**config.mk**
```make
export PLATFORM = sky130hd
export DESIGN_NAME = display_top_flat
export DESIGN_NICKNAME = d
export VERILOG_FILES = /design/src/rtl/display_top_if.sv /design/src/rtl/display_top.sv /design/src/flat_wrapper.sv
export SDC_FILE = /design/constraint.sdc
export NUM_CORES = 1
export LEC_CHECK = 0
export CORE_ASPECT_RATIO = 1.1
export CORE_MARGIN = 1
export CORE_UTILIZATION = 63
export DETAILED_ROUTE_END_ITERATION = 8
export GPL_TIMING_DRIVEN = 0
export HOLD_SLACK_MARGIN = 0.12
export PLACE_DENSITY = 0.86
export SLEW_MARGIN = 15
export SYNTH_ARGS = -nofsm -noshare
export SYNTH_HDL_FRONTEND = slang
export SYNTH_SLANG_ARGS = --single-unit
```
**constraint.sdc**
```tcl
create_clock -name clk -period 4.7 [get_ports clk]
set_clock_uncertainty 0.05 [all_clocks]
set_input_delay 1.41 -clock clk [delete_from_list [all_inputs] [get_ports clk]]
set_output_delay 1.41 -clock clk [all_outputs]
set_load 0.02 [all_outputs]
```
**src/rtl/display_top_if.sv**
```systemverilog
// Board-facing pins of the front panel: push-button inputs plus the two
// multiplexed displays (7-segment digits and ASCII characters).
interface display_top_if;
  logic [3:0] in;
  logic [7:0] char;
  logic [3:0] c_mask;
  logic [6:0] num;
  logic [3:0] n_mask;

  modport master (output in, input char, c_mask, num, n_mask);
  modport slave  (input in, output char, c_mask, num, n_mask);
endinterface

```
**src/rtl/display_top.sv**
```systemverilog
// Front-panel controller: debounced-by-sampling buttons drive a 4-digit BCD
// up/down counter shown on a scanned 7-segment display plus a RUN/HOLD banner.
module display_top #(
  parameter int SCAN_DIV = 1000
) (
  input logic          clk,
  input logic          rst,
  display_top_if.slave pins
);
  localparam int            PW        = $clog2(SCAN_DIV);
  localparam logic [PW-1:0] PRESC_MAX = PW'(SCAN_DIV - 1);

  logic [PW-1:0] presc;
  logic          tick;
  logic [3:0]    sync1, sync2, smp, press;
  logic [1:0]    idx;
  logic [15:0]   cnt;
  logic          hold;
  logic [3:0]    cur_dig;
  logic [6:0]    num_r;
  logic [7:0]    char_r;
  logic [3:0]    mask_r;

  assign tick  = (presc == PRESC_MAX);
  // Only meaningful at a tick: rising edges between consecutive samples.
  assign press = sync2 & ~smp;

  function automatic logic [15:0] bcd_step(input logic [15:0] v, input logic up);
    logic [15:0] r;
    logic        c;
    r = v;
    c = 1'b1;
    for (int k = 0; k < 4; k++) begin
      if (c) begin
        if (up) begin
          if (v[4*k +: 4] == 4'd9) r[4*k +: 4] = 4'd0;
          else begin r[4*k +: 4] = v[4*k +: 4] + 4'd1; c = 1'b0; end
        end else begin
          if (v[4*k +: 4] == 4'd0) r[4*k +: 4] = 4'd9;
          else begin r[4*k +: 4] = v[4*k +: 4] - 4'd1; c = 1'b0; end
        end
      end
    end
    return r;
  endfunction

  function automatic logic [6:0] seg7(input logic [3:0] d);
    case (d)
      4'd0: return 7'h3F;
      4'd1: return 7'h06;
      4'd2: return 7'h5B;
      4'd3: return 7'h4F;
      4'd4: return 7'h66;
      4'd5: return 7'h6D;
      4'd6: return 7'h7D;
      4'd7: return 7'h07;
      4'd8: return 7'h7F;
      default: return 7'h6F;
    endcase
  endfunction

  // Position 3 is the leftmost character.
  function automatic logic [7:0] glyph(input logic h, input logic [1:0] i);
    case ({h, i})
      3'b011: return 8'h52;
      3'b010: return 8'h55;
      3'b001: return 8'h4E;
      3'b000: return 8'h20;
      3'b111: return 8'h48;
      3'b110: return 8'h4F;
      3'b101: return 8'h4C;
      default: return 8'h44;
    endcase
  endfunction

  always_ff @(posedge clk or negedge rst) begin
    if (!rst) presc <= '0;
    else if (tick) presc <= '0;
    else presc <= presc + 1'b1;
  end

  always_ff @(posedge clk or negedge rst) begin
    if (!rst) begin
      sync1 <= '0;
      sync2 <= '0;
    end else begin
      sync1 <= pins.in;
      sync2 <= sync1;
    end
  end

  always_ff @(posedge clk or negedge rst) begin
    if (!rst) begin
      idx <= '0;
      smp <= '0;
    end else if (tick) begin
      idx <= idx + 2'd1;
      smp <= sync2;
    end
  end

  // Clear beats hold toggle, and either one suppresses inc/dec at that tick.
  always_ff @(posedge clk or negedge rst) begin
    if (!rst) begin
      cnt  <= '0;
      hold <= 1'b0;
    end else if (tick) begin
      if (press[2]) cnt <= '0;
      else if (press[3]) hold <= ~hold;
      else if (!hold && (press[0] != press[1])) cnt <= bcd_step(cnt, press[0]);
    end
  end

  always_comb begin
    cur_dig = cnt[3:0];
    case (idx)
      2'd1: cur_dig = cnt[7:4];
      2'd2: cur_dig = cnt[11:8];
      2'd3: cur_dig = cnt[15:12];
      default: cur_dig = cnt[3:0];
    endcase
  end

  always_ff @(posedge clk or negedge rst) begin
    if (!rst) begin
      mask_r <= 4'b1110;
      num_r  <= 7'h3F;
      char_r <= 8'h20;
    end else begin
      mask_r <= ~(4'b0001 << idx);
      num_r  <= seg7(cur_dig);
      char_r <= glyph(hold, idx);
    end
  end

  assign pins.n_mask = mask_r;
  assign pins.c_mask = mask_r;
  assign pins.num    = num_r;
  assign pins.char   = char_r;
endmodule

```
**src/flat_wrapper.sv**
```systemverilog
// flat-port wrapper written by rule: the top's interface ports become plain ports
module display_top_flat 
#(
  parameter int SCAN_DIV = 1000
)
  (clk, rst, pins_in, pins_char, pins_c_mask, pins_num, pins_n_mask);
  display_top_if pins_i ();
  input logic clk;
  input logic rst;
  input wire logic [$bits(pins_i.in)-1:0] pins_in;
  output wire logic [$bits(pins_i.char)-1:0] pins_char;
  output wire logic [$bits(pins_i.c_mask)-1:0] pins_c_mask;
  output wire logic [$bits(pins_i.num)-1:0] pins_num;
  output wire logic [$bits(pins_i.n_mask)-1:0] pins_n_mask;
  assign pins_i.in = pins_in;
  assign pins_char = pins_i.char;
  assign pins_c_mask = pins_i.c_mask;
  assign pins_num = pins_i.num;
  assign pins_n_mask = pins_i.n_mask;
  display_top #(.SCAN_DIV(SCAN_DIV)) u_core (.clk(clk), .rst(rst), .pins(pins_i));
endmodule
```
# ---- Word-level counts from Yosys, hierarchy flattened
# Memories as Yosys holds them, arrays and structs flattened. A register that Yosys moved wholly into a read port is not among the register bits.
# Index checks and enable logic that the tools add are counted.
dict set report word_totals {
  reg_bits 52
  rom_bits 112
  input_bits 6
  output_inout_bits 23
  wordCells 106
  n_memories 1
}
dict set report op_classes {
  addsub 10
  eq_ne 16
  shifts 1
  mux 44
  bitwise_logic 5
  n_reduce_logical 17
}
# memory words width read_ports rd_clocked_by_memory_dff write_ports line
set memory_table {}
lappend memory_table {{(no name shown)} 16 7 1 1 0 display_top.sv:48} ;# case (d)
# op count
set ops {}
lappend ops {{two-way mux 4 bit} 15}
lappend ops {{case mux 7 bit (7 select lines)} 1}
lappend ops {{two-way mux 16 bit} 3}
lappend ops {{two-way mux 1 bit} 23}
lappend ops {{adder 4 x 1 -> 4 bit, second input constant} 4}
lappend ops {{equality test 4 bit, second input constant} 4}
lappend ops {{zero test 4 bit} 4}
lappend ops {{subtractor 4 x 1 -> 4 bit, second input constant} 4}
lappend ops {{case mux 4 bit (3 select lines)} 1}
lappend ops {{AND reduction 4 bit} 3}
lappend ops {{adder 10 x 1 -> 10 bit, second input constant} 1}
lappend ops {{equality test 10 bit, second input constant} 1}
lappend ops {{two-way mux 10 bit} 1}
lappend ops {{equality test 3 bit, second input constant} 3}
lappend ops {{NOT 4 bit} 2}
lappend ops {{nonzero test 2 bit} 4}
lappend ops {{equality test 3 x 2 -> 1 bit, second input constant} 2}
lappend ops {{AND reduction 3 bit} 2}
lappend ops {{AND 4 bit} 1}
lappend ops {{equality test 2 bit, second input constant} 2}
lappend ops {{left shift 1 x 2 -> 4 bit, first input constant} 1}
lappend ops {{equality test 3 x 1 -> 1 bit, second input constant} 1}
lappend ops {{zero test 3 bit} 1}
lappend ops {{adder 2 x 1 -> 2 bit, second input constant} 1}
lappend ops {{6 further kinds} 8}

# ---- Logic depth before layout (Yosys ltp)
dict set report logic_depth {
  word_depth 22
  ltp_mapped 9
  ltp_nobuf 9
}

# ---- Worst setup path after synthesis
# OpenSTA, ideal clock, no wires.
dict set report synth_timing {
  path_kind {register to output}
  start {register u_core.mask_r[1], in the netlist u_core.pins.c_mask[1]}
  end {output pins_n_mask[1]}
  t_arrival_ns 0.720
  t_required_ns 3.240
  slack_ns 2.520
  stages_incl_launch_ff 2
  n_path_buf 1
  path_cell_list {dfstp_2 > buf_4}
}
# item line
set synth_rtl {}
lappend synth_rtl {{from (decl)} display_top.sv:22} ;# logic [3:0] mask_r;
lappend synth_rtl {{from (signal assigned)} display_top.sv:130} ;# mask_r <= ~(4'b0001 << idx);
lappend synth_rtl {{to (decl)} flat_wrapper.sv:14} ;# output wire logic [$bits(pins_i.n_mask)-1:0] pins_n_mask;
# No word-level cell between the ends.

# ---- Worst setup path in the final report
dict set report layout_timing {
  start {register u_core.mask_r[2], in the netlist u_core.pins.c_mask[2]}
  end {output pins_n_mask[2]}
}
# No word-level cell between the ends.

==> flow_metrics.env <==
export IMPL_grt_first_pass_wirelength_mm=12.2
export IMPL_std_cell_rows=27
export IMPL_buffers_added_on_ports=27
export IMPL_layout_drive_gt1_share_pct=13.0
export IMPL_hold_buf_count_cts=0
export IMPL_max_slew_worst_pin_slew_ns=0.758
export IMPL_design_portCount=29
export IMPL_post_synth_instance_area_um2=3440
export IMPL_timing_hold_ws_ns=0.302
export IMPL_clock_sinks=59
export IMPL_report_final_setup_viol=0
export IMPL_finalWorstPathRequiredPeriod_ns=3.03
export IMPL_vdd_ir_drop_max_v=0.000323
export IMPL_drt_antenna_violating_nets=0
export IMPL_fraction_of_synthesized_cell_area_taken_by_the_top_area_cell_type_pct=35.7
export IMPL_cells_after_synthesis=357
export IMPL_timing_critical_path_to_type="primary output"
export IMPL_drt_wl_total_mm=7.29
export IMPL_placeableCoreArea_um2=5130
export IMPL_area_delta_synth_final_pct=17.3
export IMPL_synthTopCellsByArea="dfrtp_1 36%, ha_1 10%, dfstp_2 7.6%, nand2_1 4.6%, o21ai_0 3.1%"
export IMPL_timing_critical_path_fanout_max=2
export IMPL_detailroute_via_count=2858
export IMPL_globalRoute_totalOverflow=0
export IMPL_die_footprint_um2=5760
export IMPL_postLayoutSetupSlackWorst_ns=1.67
export IMPL_gp_congestion=0.904
export IMPL_grt_start_max_net_pins=60
export IMPL_first_global_vias=2614
export IMPL_die_width_um=72.4
export IMPL_clockRootBuffer="clkbuf_8"
export IMPL_synth_warnings=0
export IMPL_filler_cell_count=358
export IMPL_drc=0
export IMPL_post_syn_nets=391
export IMPL_grt_total_usage_pct=28.0
export IMPL_post_route_period_util_pct=64.5
export IMPL_cts_setup_buffers=0
export IMPL_cp_start_kind="flip-flop"
export IMPL_layout_cells_most_common="dfrtp_1"
export IMPL_cts_tree="done"
export IMPL_synth_seq_cells=59
export IMPL_clock_tree_htree_level_count=3
export IMPL_synth_async_reset_ratio_pct=100
export IMPL_holdCritPathClass="reg2reg"
export IMPL_most_common_layout_cells="49 x dfrtp_1, 42 x nand2_1, 28 x ha_1"
export IMPL_post_dp_hpwl_mm=5.13
export IMPL_powerDensity_nw_per_um2=273
export IMPL_worst_slew_margin_rel_pct=48.9
export IMPL_yosys_top_cell_by_area="dfrtp_1"
export IMPL_longest_clk_path_bufs=2
export IMPL_synth_lib_cells_used_distinct=66
export IMPL_cp_data_required_time_ns=3.24
export IMPL_wl_per_cell_um=15.4
export IMPL_worstPathArrival_ns=1.57
export IMPL_setup_tns_after_final_layout_ns=0
export IMPL_design_final_nets=429
export IMPL_worst_skew_pair_late_latency_ns=0.35
export IMPL_n_antenna_cell=0
export IMPL_cts_resized=0
export IMPL_cts_reportedPaths_clkPinSlew_ns=0.07
export IMPL_timing_hold_violations_final=0
export IMPL_cts_inserted_buffers=9
export IMPL_synth_top_flop_cell="dfrtp_1"
export IMPL_firstDrtPassIters=5
export IMPL_timing_max_cap_violations=0
export IMPL_grt_antenna_before_repair=0
export IMPL_drv_slew=0
export IMPL_detailedPlace_worstSlack_ns=2.03
export IMPL_start_util_pct=66.9
export IMPL_clock_fmax_mhz=330
export IMPL_static_leakage_power_nw=1.77
export IMPL_synth_edff_count=0
export IMPL_rsz0062_at_grt="no"
export IMPL_via_per_inst=6.06
export IMPL_timing_setup_critical_path_class="reg2out"
export IMPL_chipHeight_um=79.5
export IMPL_syn_mean_instance_area_um2=9.63
export IMPL_outcome="complete, no violations"
export IMPL_drt_first_iter_violations=325
export IMPL_ys_seq_area_share_pct=43.3
-- stage by stage --
step	util (%)	instances	total power, mW	instance area [µm²]
2_1_floorplan	-	357	0.548	3440
3_3_place_gp	74.0	456	0.568	3800
3_5_place_dp	73.9	456	0.568	3790
4_1_cts	78.5	472	1.11	4030
5_1_grt	78.5	472	1.14	4030
6_report	78.5	472	1.10	4030
-- area by class of cell --
| type | instances | area, µm² | area share (%) |
|---|---|---|---|
| inverters | 19 | 71.3 | 1.77 |
| clock inverters | 5 | 83.8 | 2.08 |
| multi-input cells | 259 | 1760 | 43.7 |
| repair buffers | 27 | 268 | 6.64 |
| clock buffers | 11 | 151 | 3.76 |
| well taps | 72 | 90.1 | 2.24 |
| flip-flops and latches | 59 | 1490 | 36.9 |
| plain buffers | 20 | 114 | 2.83 |
-- worst max-delay path, stage by stage, from the launching register on --
cell and delay (ns):
dfstp_2 0.53, buf_4 0.10, clkdlybuf4s50_1 0.60
-- power breakdown --
part,total (mW),internal [mW],leakage (nW),switching [mW]
logic,0.0457,0.0158,0.897,0.0299
registers,0.513,0.512,0.757,0.00166
clock network,0.543,0.329,0.112,0.214
-- logic make-up (layout without fill, tap and decap cells) --
logic type	Yosys count	after routing	synth area share, %
AOI/OAI and AO/OA	90	90	17.9
DFF	59	59	43.3
buffers and inverters	39	82	5.39
and+or+nand+nor	123	123	17.8
adders and majority gates	28	28	10.2
other	1	1	0.109
muxes	8	8	2.48
xor gates and xnor gates	9	9	2.84
-- state kept, by name, indices dropped and copies added, names as in the netlist --
name / count
u_core.pins.c_mask: 4
u_core.smp: 4
u_core.presc: 10
u_core.idx: 2
u_core.pins.num: 7
u_core.pins.char: 7
u_core.hold: 1
u_core.sync1: 4
u_core.sync2: 4
u_core.cnt: 16
-- cell usage after synthesis, types with 2 or more instances --
| cell | count |
|---|---|
| dfrtp_1 | 49 |
| clkbuf_1 | 8 |
| dfstp_2 | 10 |
| mux2i_1 | 4 |
| a31oi_1 | 4 |
| a211oi_1 | 3 |
| nand2b_1 | 8 |
| and2_1 | 4 |
| nand3b_1 | 2 |
| nor2b_1 | 6 |
| xnor2_1 | 5 |
| o21ai_0 | 21 |
| ha_1 | 28 |
| nand3_1 | 14 |
| nor3_1 | 7 |
| a22o_1 | 6 |
| o211ai_1 | 4 |
| and3_1 | 4 |
| a32o_1 | 2 |
| nor4_1 | 5 |
| nand2_1 | 42 |
| a21oi_1 | 17 |
| buf_4 | 7 |
| a22oi_1 | 2 |
| a222oi_1 | 3 |
| o2bb2ai_1 | 2 |
| inv_1 | 18 |
| a221oi_1 | 2 |
| o31ai_1 | 7 |
| mux2_2 | 4 |
| buf_2 | 3 |
| xor2_1 | 3 |
| nor2_1 | 20 |
-- final timing paths --
| check | start | end | slack [ns] | depth (start not counted) |
|---|---|---|---|---|
| worst max-delay path | u_core.pins.c_mask[2]$_DFF_PN1_ | pins_n_mask[2] | 1.67 | 2 |
| worst min-delay path | u_core.sync1[2]$_DFF_PN0_ | u_core.sync2[2]$_DFF_PN0_ | 0.30 | 0 |
| worst max register to register | u_core.idx[1]$_DFFE_PN0N_ | u_core.pins.num[0]$_DFF_PN1_ | 2.24 | 9 |
| worst min register to register | u_core.sync1[2]$_DFF_PN0_ | u_core.sync2[2]$_DFF_PN0_ | 0.30 | 0 |
| max in group asynchronous | rst | u_core.cnt[14]$_DFFE_PN0P_ | 3.07 | 1 |
| min in group asynchronous | rst | u_core.smp[3]$_DFFE_PN0N_ | 1.07 | 1 |
-- metal layers --
layer / track usage [%] / share of wire (%)
met4: 15.5 / 2.8
met1: 35.5 / 42
met5: 0 / 0
met3: 5.05 / 6.2
met2: 45.0 / 49
Power figures use the tool's default switching activity.
